[src/rtl/machine_jk_pkg.sv]
`default_nettype none
// ============================================================================
// Module      : machine_jk_pkg
// Description : Shared constants for the machine_jk zero-run detector.
//               STATE_W         - state vector width (3 bits)
//               ST_A .. ST_E    - legal state codes (000..100)
// Revision    : 1.0 - initial release
// ============================================================================
package machine_jk_pkg;

  localparam int STATE_W = 3;

  // Each legal state records how many consecutive zeros have been seen.
  // ST_E is the saturating "four or more" state.
  localparam logic [STATE_W-1:0] ST_A = 3'b000;
  localparam logic [STATE_W-1:0] ST_B = 3'b001;
  localparam logic [STATE_W-1:0] ST_C = 3'b010;
  localparam logic [STATE_W-1:0] ST_D = 3'b011;
  localparam logic [STATE_W-1:0] ST_E = 3'b100;

endpackage : machine_jk_pkg
`default_nettype wire

[src/rtl/machine_jk_jk_ff.sv]
`default_nettype none
// ============================================================================
// Module      : jk_ff
// Description : Single JK flip-flop with synchronous active-low reset.
//               JK = 00 hold, 01 clear, 10 set, 11 toggle.
// Ports       : CLK   - rising-edge clock
//               RESET - synchronous active-low reset, forces Q = 0
//               J, K  - excitation inputs
//               Q     - flip-flop output
// Revision    : 1.0 - initial release
// ============================================================================
module jk_ff (
  input  logic CLK,
  input  logic RESET,
  input  logic J,
  input  logic K,
  output logic Q
);

  always_ff @(posedge CLK) begin
    if (!RESET) begin
      Q <= 1'b0;
    end else begin
      case ({J, K})
        2'b00:   Q <= Q;
        2'b01:   Q <= 1'b0;
        2'b10:   Q <= 1'b1;
        default: Q <= ~Q;
      endcase
    end
  end

endmodule : jk_ff
`default_nettype wire

[src/rtl/machine_jk.sv]
`default_nettype none
// ============================================================================
// Module      : machine_jk
// Description : Moore detector that raises F after four or more consecutive
//               x = 0 samples. State is held in three JK flip-flops; the top
//               level only forms the J/K excitation and decodes F.
// Ports       : CLK   - rising-edge clock
//               RESET - synchronous active-low reset, forces S = 000
//               x     - serial data input
//               F     - detect flag, high only in state E (100)
//               S     - current state, S[2] is the MSB
// Revision    : 1.0 - initial release
// ============================================================================
module machine_jk
  import machine_jk_pkg::*;
(
  input  logic               CLK,
  input  logic               RESET,
  input  logic               x,
  output logic               F,
  output logic [STATE_W-1:0] S
);

  logic               xn;
  logic [STATE_W-1:0] j;
  logic [STATE_W-1:0] k;
  logic [STATE_W-1:0] q;

  assign xn = ~x;

  // Bit 0 sets on a zero unless already in E; K0 tied high so it never
  // survives two edges, which yields the alternating LSB of the count.
  assign j[0] = xn & ~q[2];
  assign k[0] = 1'b1;

  // Bit 1 sets when leaving B; clears on any one, from D, or from any
  // code with S2 set (covers the illegal 110/111 recovery).
  assign j[1] = xn & ~q[2] & q[0];
  assign k[1] = x | q[0] | q[2];

  // Bit 2 sets when leaving D; holds in E only while x = 0 and the lower
  // bits are clear, so the illegal codes 101/110/111 all fall back to A.
  assign j[2] = xn & q[1] & q[0];
  assign k[2] = x | q[1] | q[0];

  jk_ff u_ff0 (.CLK(CLK), .RESET(RESET), .J(j[0]), .K(k[0]), .Q(q[0]));
  jk_ff u_ff1 (.CLK(CLK), .RESET(RESET), .J(j[1]), .K(k[1]), .Q(q[1]));
  jk_ff u_ff2 (.CLK(CLK), .RESET(RESET), .J(j[2]), .K(k[2]), .Q(q[2]));

  assign S = q;
  assign F = q[2] & ~q[1] & ~q[0];

endmodule : machine_jk
`default_nettype wire

[config.mk]
export PLATFORM = sky130hd
export DESIGN_NAME = machine_jk
export DESIGN_NICKNAME = d
export VERILOG_FILES = /design/src/rtl/machine_jk_pkg.sv /design/src/rtl/machine_jk_jk_ff.sv /design/src/rtl/machine_jk.sv
export SDC_FILE = /design/constraint.sdc
export NUM_CORES = 1
export LEC_CHECK = 0
export ABC_AREA = 1
export CAP_MARGIN = 20
export CORE_AREA = 2 2 39 41
export DETAILED_ROUTE_END_ITERATION = 6
export DIE_AREA = 0 0 41 43
export HOLD_SLACK_MARGIN = 0.06
export PLACE_DENSITY = 0.49
export SETUP_SLACK_MARGIN = 0.02
export SLEW_MARGIN = 40
export SYNTH_ARGS = -nofsm -noshare
export SYNTH_HDL_FRONTEND = slang
export SYNTH_SLANG_ARGS = --single-unit
export TNS_END_PERCENT = 50
[constraint.sdc]
create_clock -name CLK -period 2.4 [get_ports CLK]
set_input_delay 0.48 -clock CLK [delete_from_list [all_inputs] [get_ports CLK]]
set_output_delay 0.48 -clock CLK [all_outputs]
set_load 0.01 [all_outputs]
Yosys cells after proc, flatten, opt, wreduce, memory -nomap -nowiden. Index checks and enable logic that the tools add are counted.

Eq/ne operators: 4. Muxes and demuxes: 3. Bitwise gates (word level): 15. Reduce and logical (&&, ||, !) cells: 3.

Operator list (count): $and 1x1->1 (6); $logic_not 2->1 (3); $pmux 1 s3 (2); $not 1->1 (5); $eq 2x1->1 const B (2); $eq 2x2->1 const B (2); $or 1x1->1 (4); $pmux 1 s2 (1).

Flip-flop bits (word level): 3. Output and inout port bits: 4.

Longest topological paths before layout.
Depth in word-level cells: 5. Depth in mapped cells: 9. Gate-level depth less buffers: 9.

By module. Synthesis repeated with hierarchy kept, for this count alone.

Cell total of the unflattened synthesis: 50. Area total of the unflattened synthesis: 295.3 um2.

By module, submodules not included: jk_ff (instances 3, cells each 12, area each 80.1 um2, sequential area each 20.0 um2); machine_jk (instances 1, cells each 14, area each 55.1 um2, sequential area each 0.0 um2).

Least setup slack after synthesis. OpenSTA, ideal clock, no wires.

Path kind: input -> register. Start: input x. End: register u_ff1.Q. Library setup time: 115 ps. Arrival time: 1256 ps. Data required time: 2285 ps. Setup slack: 1029 ps. Cell stages on the path: 5. Buffers on the path: 0. Cell sequence: nor3_1 -> ha_1 -> nand2_1 -> o21ai_0 -> o21a_1.

Longest elaborated chain between the ends: 5. Elaborated cells between the ends (all ways): 9. Those cells by class: 2 x eq/ne; 1 x mux; 5 x bitwise; 1 x reduce/logical.

RTL lines: start, declared (RTL line machine_jk.sv:19) `input logic x,`; $not 1->1 (RTL line machine_jk.sv:29) `assign xn = ~x;`; $and 1x1->1 (2 in a row) (RTL line machine_jk.sv:38) `assign j[1] = xn & ~q[2] & q[0];`; $eq 2x2->1, or another cell as far along (RTL line machine_jk_jk_ff.sv:24) `case ({J, K})`; $pmux 1 s3 (RTL line machine_jk_jk_ff.sv:24); end signal, assigned (RTL line machine_jk_jk_ff.sv:28) `default: Q <= ~Q;`; end, declared (RTL line machine_jk_jk_ff.sv:17) `output logic Q`.

Parallel ways exist; a longest one is shown, timed or not. A chain may end at the register's enable or synchronous reset.

Worst setup path after layout.
Start: register u_ff2.Q. End: output F.

Longest elaborated chain between the ends: 2.

RTL lines: start, declared (RTL line machine_jk_jk_ff.sv:17); start signal, assigned (RTL line machine_jk_jk_ff.sv:28); $and 1x1->1 (2 in a row) (RTL line machine_jk.sv:51) `assign F = q[2] & ~q[1] & ~q[0];`; end, declared (RTL line machine_jk.sv:20) `output logic F,`.

No other way between the ends.

==> results.json <==
{
  "final_cells": 57,
  "hold_path.class": "reg -> reg",
  "netlist.area_leader.share_pct": 24.4,
  "place_ws_ns": 0.394,
  "worstPathArrival_ns": 1.42,
  "drtPass1Iterations": 2,
  "grt.overflow.total": 0,
  "min_from": "u_ff0.Q",
  "timing.final.crit_share_pct": 79.3,
  "power.switching_uw": 58.3,
  "synth-seq-area-share_pct": 24.4,
  "clk_latency_ns": 0.23,
  "viasPerCell": 3.56,
  "cp_max_fo": 6,
  "swShare_pct": 28.6,
  "drt_wl_total_um": 417,
  "numCtsBuffers": 3,
  "gp_congestion": 0.662,
  "setup_viol": 0,
  "clkPwrFrac_pct": 42.2,
  "regToRegStartpoint": "u_ff0.Q",
  "synth_cells": 34,
  "htree_levels": 1,
  "drt_iter0_markers": 2,
  "multi_input_area_sq_um": 134,
  "fin_skew_ns": 0.000853,
  "ys_ff_latch": 3,
  "numPortBuffers": 6,
  "fin_crit_ns": 1.90,
  "drive_above_1_share_pct": 22.0,
  "powerDensity_mw_per_mm2": 617,
  "hold_viol": 0,
  "clock-sinks": 3,
  "critPathTopFamily": "buffers and inverters",
  "ios": 7,
  "combPwrFrac_pct": 26.4,
  "rr_worst_depth": 7,
  "syn_avg_cell_area_sq_um": 7.25,
  "seq_power_share_pct": 31.3,
  "grt_start_max_net_pins": 7,
  "crit_chain": "inv_1 -> nor3_1 -> clkdlybuf4s50_1",
  "cts_max_path_buffers": 2,
  "cp_slowest_stage_delay_ns": 0.56,
  "grt_pass1_wl_um": 607,
  "peakVddDrop_mv": 0.132,
  "power.leakage_uw": 0.000146,
  "tns_ns": 0,
  "fillers": 161,
  "fin_nets": 48,
  "area.growth.synth_to_final_pct": 34.0,
  "end_kind": "primary output",
  "core_sq_mm": 0.00138,
  "ant_nets": 0,
  "required_ns": 1.92,
  "internal-power_uw": 146,
  "route.detailed.drc": 0,
  "cts_resized": 0,
  "worst_setup_path_start_kind": "flop",
  "cts_root_buffer": "clkbuf_4",
  "fin_ws_ns": 0.497,
  "ys_top_cells_by_area": "dfxtp_1 24%, ha_1 15%, inv_1 11%",
  "max_cap_viol_count": 0,
  "cpMaxStageDelayCell": "clkdlybuf4s50_1",
  "worstMarginPinSlew_ns": 0.277,
  "clock.fmax_ghz": 0.526,
  "avgRoutedWirePerCell_um": 7.32,
  "grt_pass1_vias": 175,
  "rsz0062_at_grt": "no",
  "synth_largest_area_cell": "dfxtp_1",
  "dieArea_sq_mm": 0.00176,
  "synth_area_sq_um": 246,
  "num_rows": 14,
  "synth_fp_nets": 40,
  "timing.rr.end": "u_ff1.Q",
  "rrSetupSlack_ns": 1.00,
  "via_count": 203,
  "synth_cell_types": 16,
  "cts_tree": "yes",
  "min_to": "u_ff0.Q",
  "slew_headroom_pct": 81.4,
  "whs_path_depth": 1,
  "yosysWarningCount": 0,
  "worstSetupPathType": "reg -> out",
  "maxSlewViolCount": 0,
  "die_h_um": 43,
  "place_inst": 53,
  "outcome": "finished, final reports clean",
  "diodes": 0,
  "start_util_pct": 17.8,
  "cts_setup_buffers": 0,
  "track_usage_pct": 5.51,
  "seq_area_sq_um": 60.1,
  "clk_pin_slew_worst_paths_ns": 0.04,
  "hpwl_um": 333,
  "die_w_um": 41,
  "critPathBufInv": 2,
  "hold_buffers": 0,
  "antenna_found_initial": 0
}
## state kept, by name (all words and copies together), names as in the netlist
register / cells
u_ff0.Q: 1
u_ff1.Q: 1
u_ff2.Q: 1
## layout make-up
type | count | area share, %
flip-flops and latches | 3 | 18.2
multi-input cells | 20 | 40.5
inverters | 8 | 9.09
clock buffers | 4 | 7.95
repair buffers | 6 | 18.2
well taps | 16 | 6.06
## layout by cell type, fill, tap and decap left out, drive strengths merged
cell type and instances:
o21a 1, clkdlybuf4s50 6, clkbuf 4, nor4 1
o21ai 1, inv 8, nor3 4, nor2 1
ha 3, nand3 1, a21oi 2, nand2 6
dfxtp 3
## layer usage
metal	up-vias	part of all wire, %	track usage (%)
met4	0	0	8.00
met2	5	45	5.94
li1	118	-	-
met1	80	49	6.71
met3	0	5.8	1.57
met5	-	0	0
## power groups by stage
stage | clock (uW) | combinational, uW | sequential [uW]
finish | 86.1 | 53.9 | 63.9
detailed placement | 0 | 54.3 | 65.1
global placement | 0 | 53.9 | 64.9
global route | 93.5 | 61.2 | 64.8
CTS | 92.3 | 54.5 | 64.3
floorplan | 0 | 40.3 | 62.6
## synth_stat cells
cell type / number
inv_2: 1
nand3_1: 1
a21oi_2: 1
nor3_2: 1
o21a_1: 1
dfxtp_1: 3
nor3_1: 3
nor4_1: 1
nand2_1: 4
a21oi_1: 1
nor2_2: 1
buf_4: 3
o21ai_0: 1
nand2_2: 2
ha_1: 3
inv_1: 7
## worst max-delay path by stage
stage                 start  endpoint  slack [ns]  cells after the start
detailed placement        x   u_ff1.Q        0.39                      6
global route        u_ff2.Q         F        0.39                      3
floorplan                 x   u_ff1.Q        1.03                      5
global placement          x   u_ff1.Q        0.41                      6
finish              u_ff2.Q         F        0.50                      3
CTS                 u_ff2.Q         F        0.49                      3
## cell families after synthesis
logic type,count (synthesis),share of synthesized area [%]
flip-flops,3,24.4
AO/OA/AOI/OAI,4,10.7
buffers and inverters,11,21.3
adder cells (fa/ha/maj),3,15.2
AND/OR/NAND/NOR,13,28.4
## per-stage QoR
| step | hold WS, ns | power [uW] | area [sq um] | util, % |
|---|---|---|---|---|
| floorplan | 0.500 | 103 | 246 | - |
| global route | 0.567 | 220 | 330 | 23.9 |
| CTS | 0.551 | 211 | 330 | 23.9 |
| global placement | 0.539 | 119 | 304 | 22.0 |
| finish | 0.544 | 204 | 330 | 23.9 |
| detailed placement | 0.546 | 119 | 304 | 22.0 |
No activity file was read; power rests on OpenSTA's default activity.
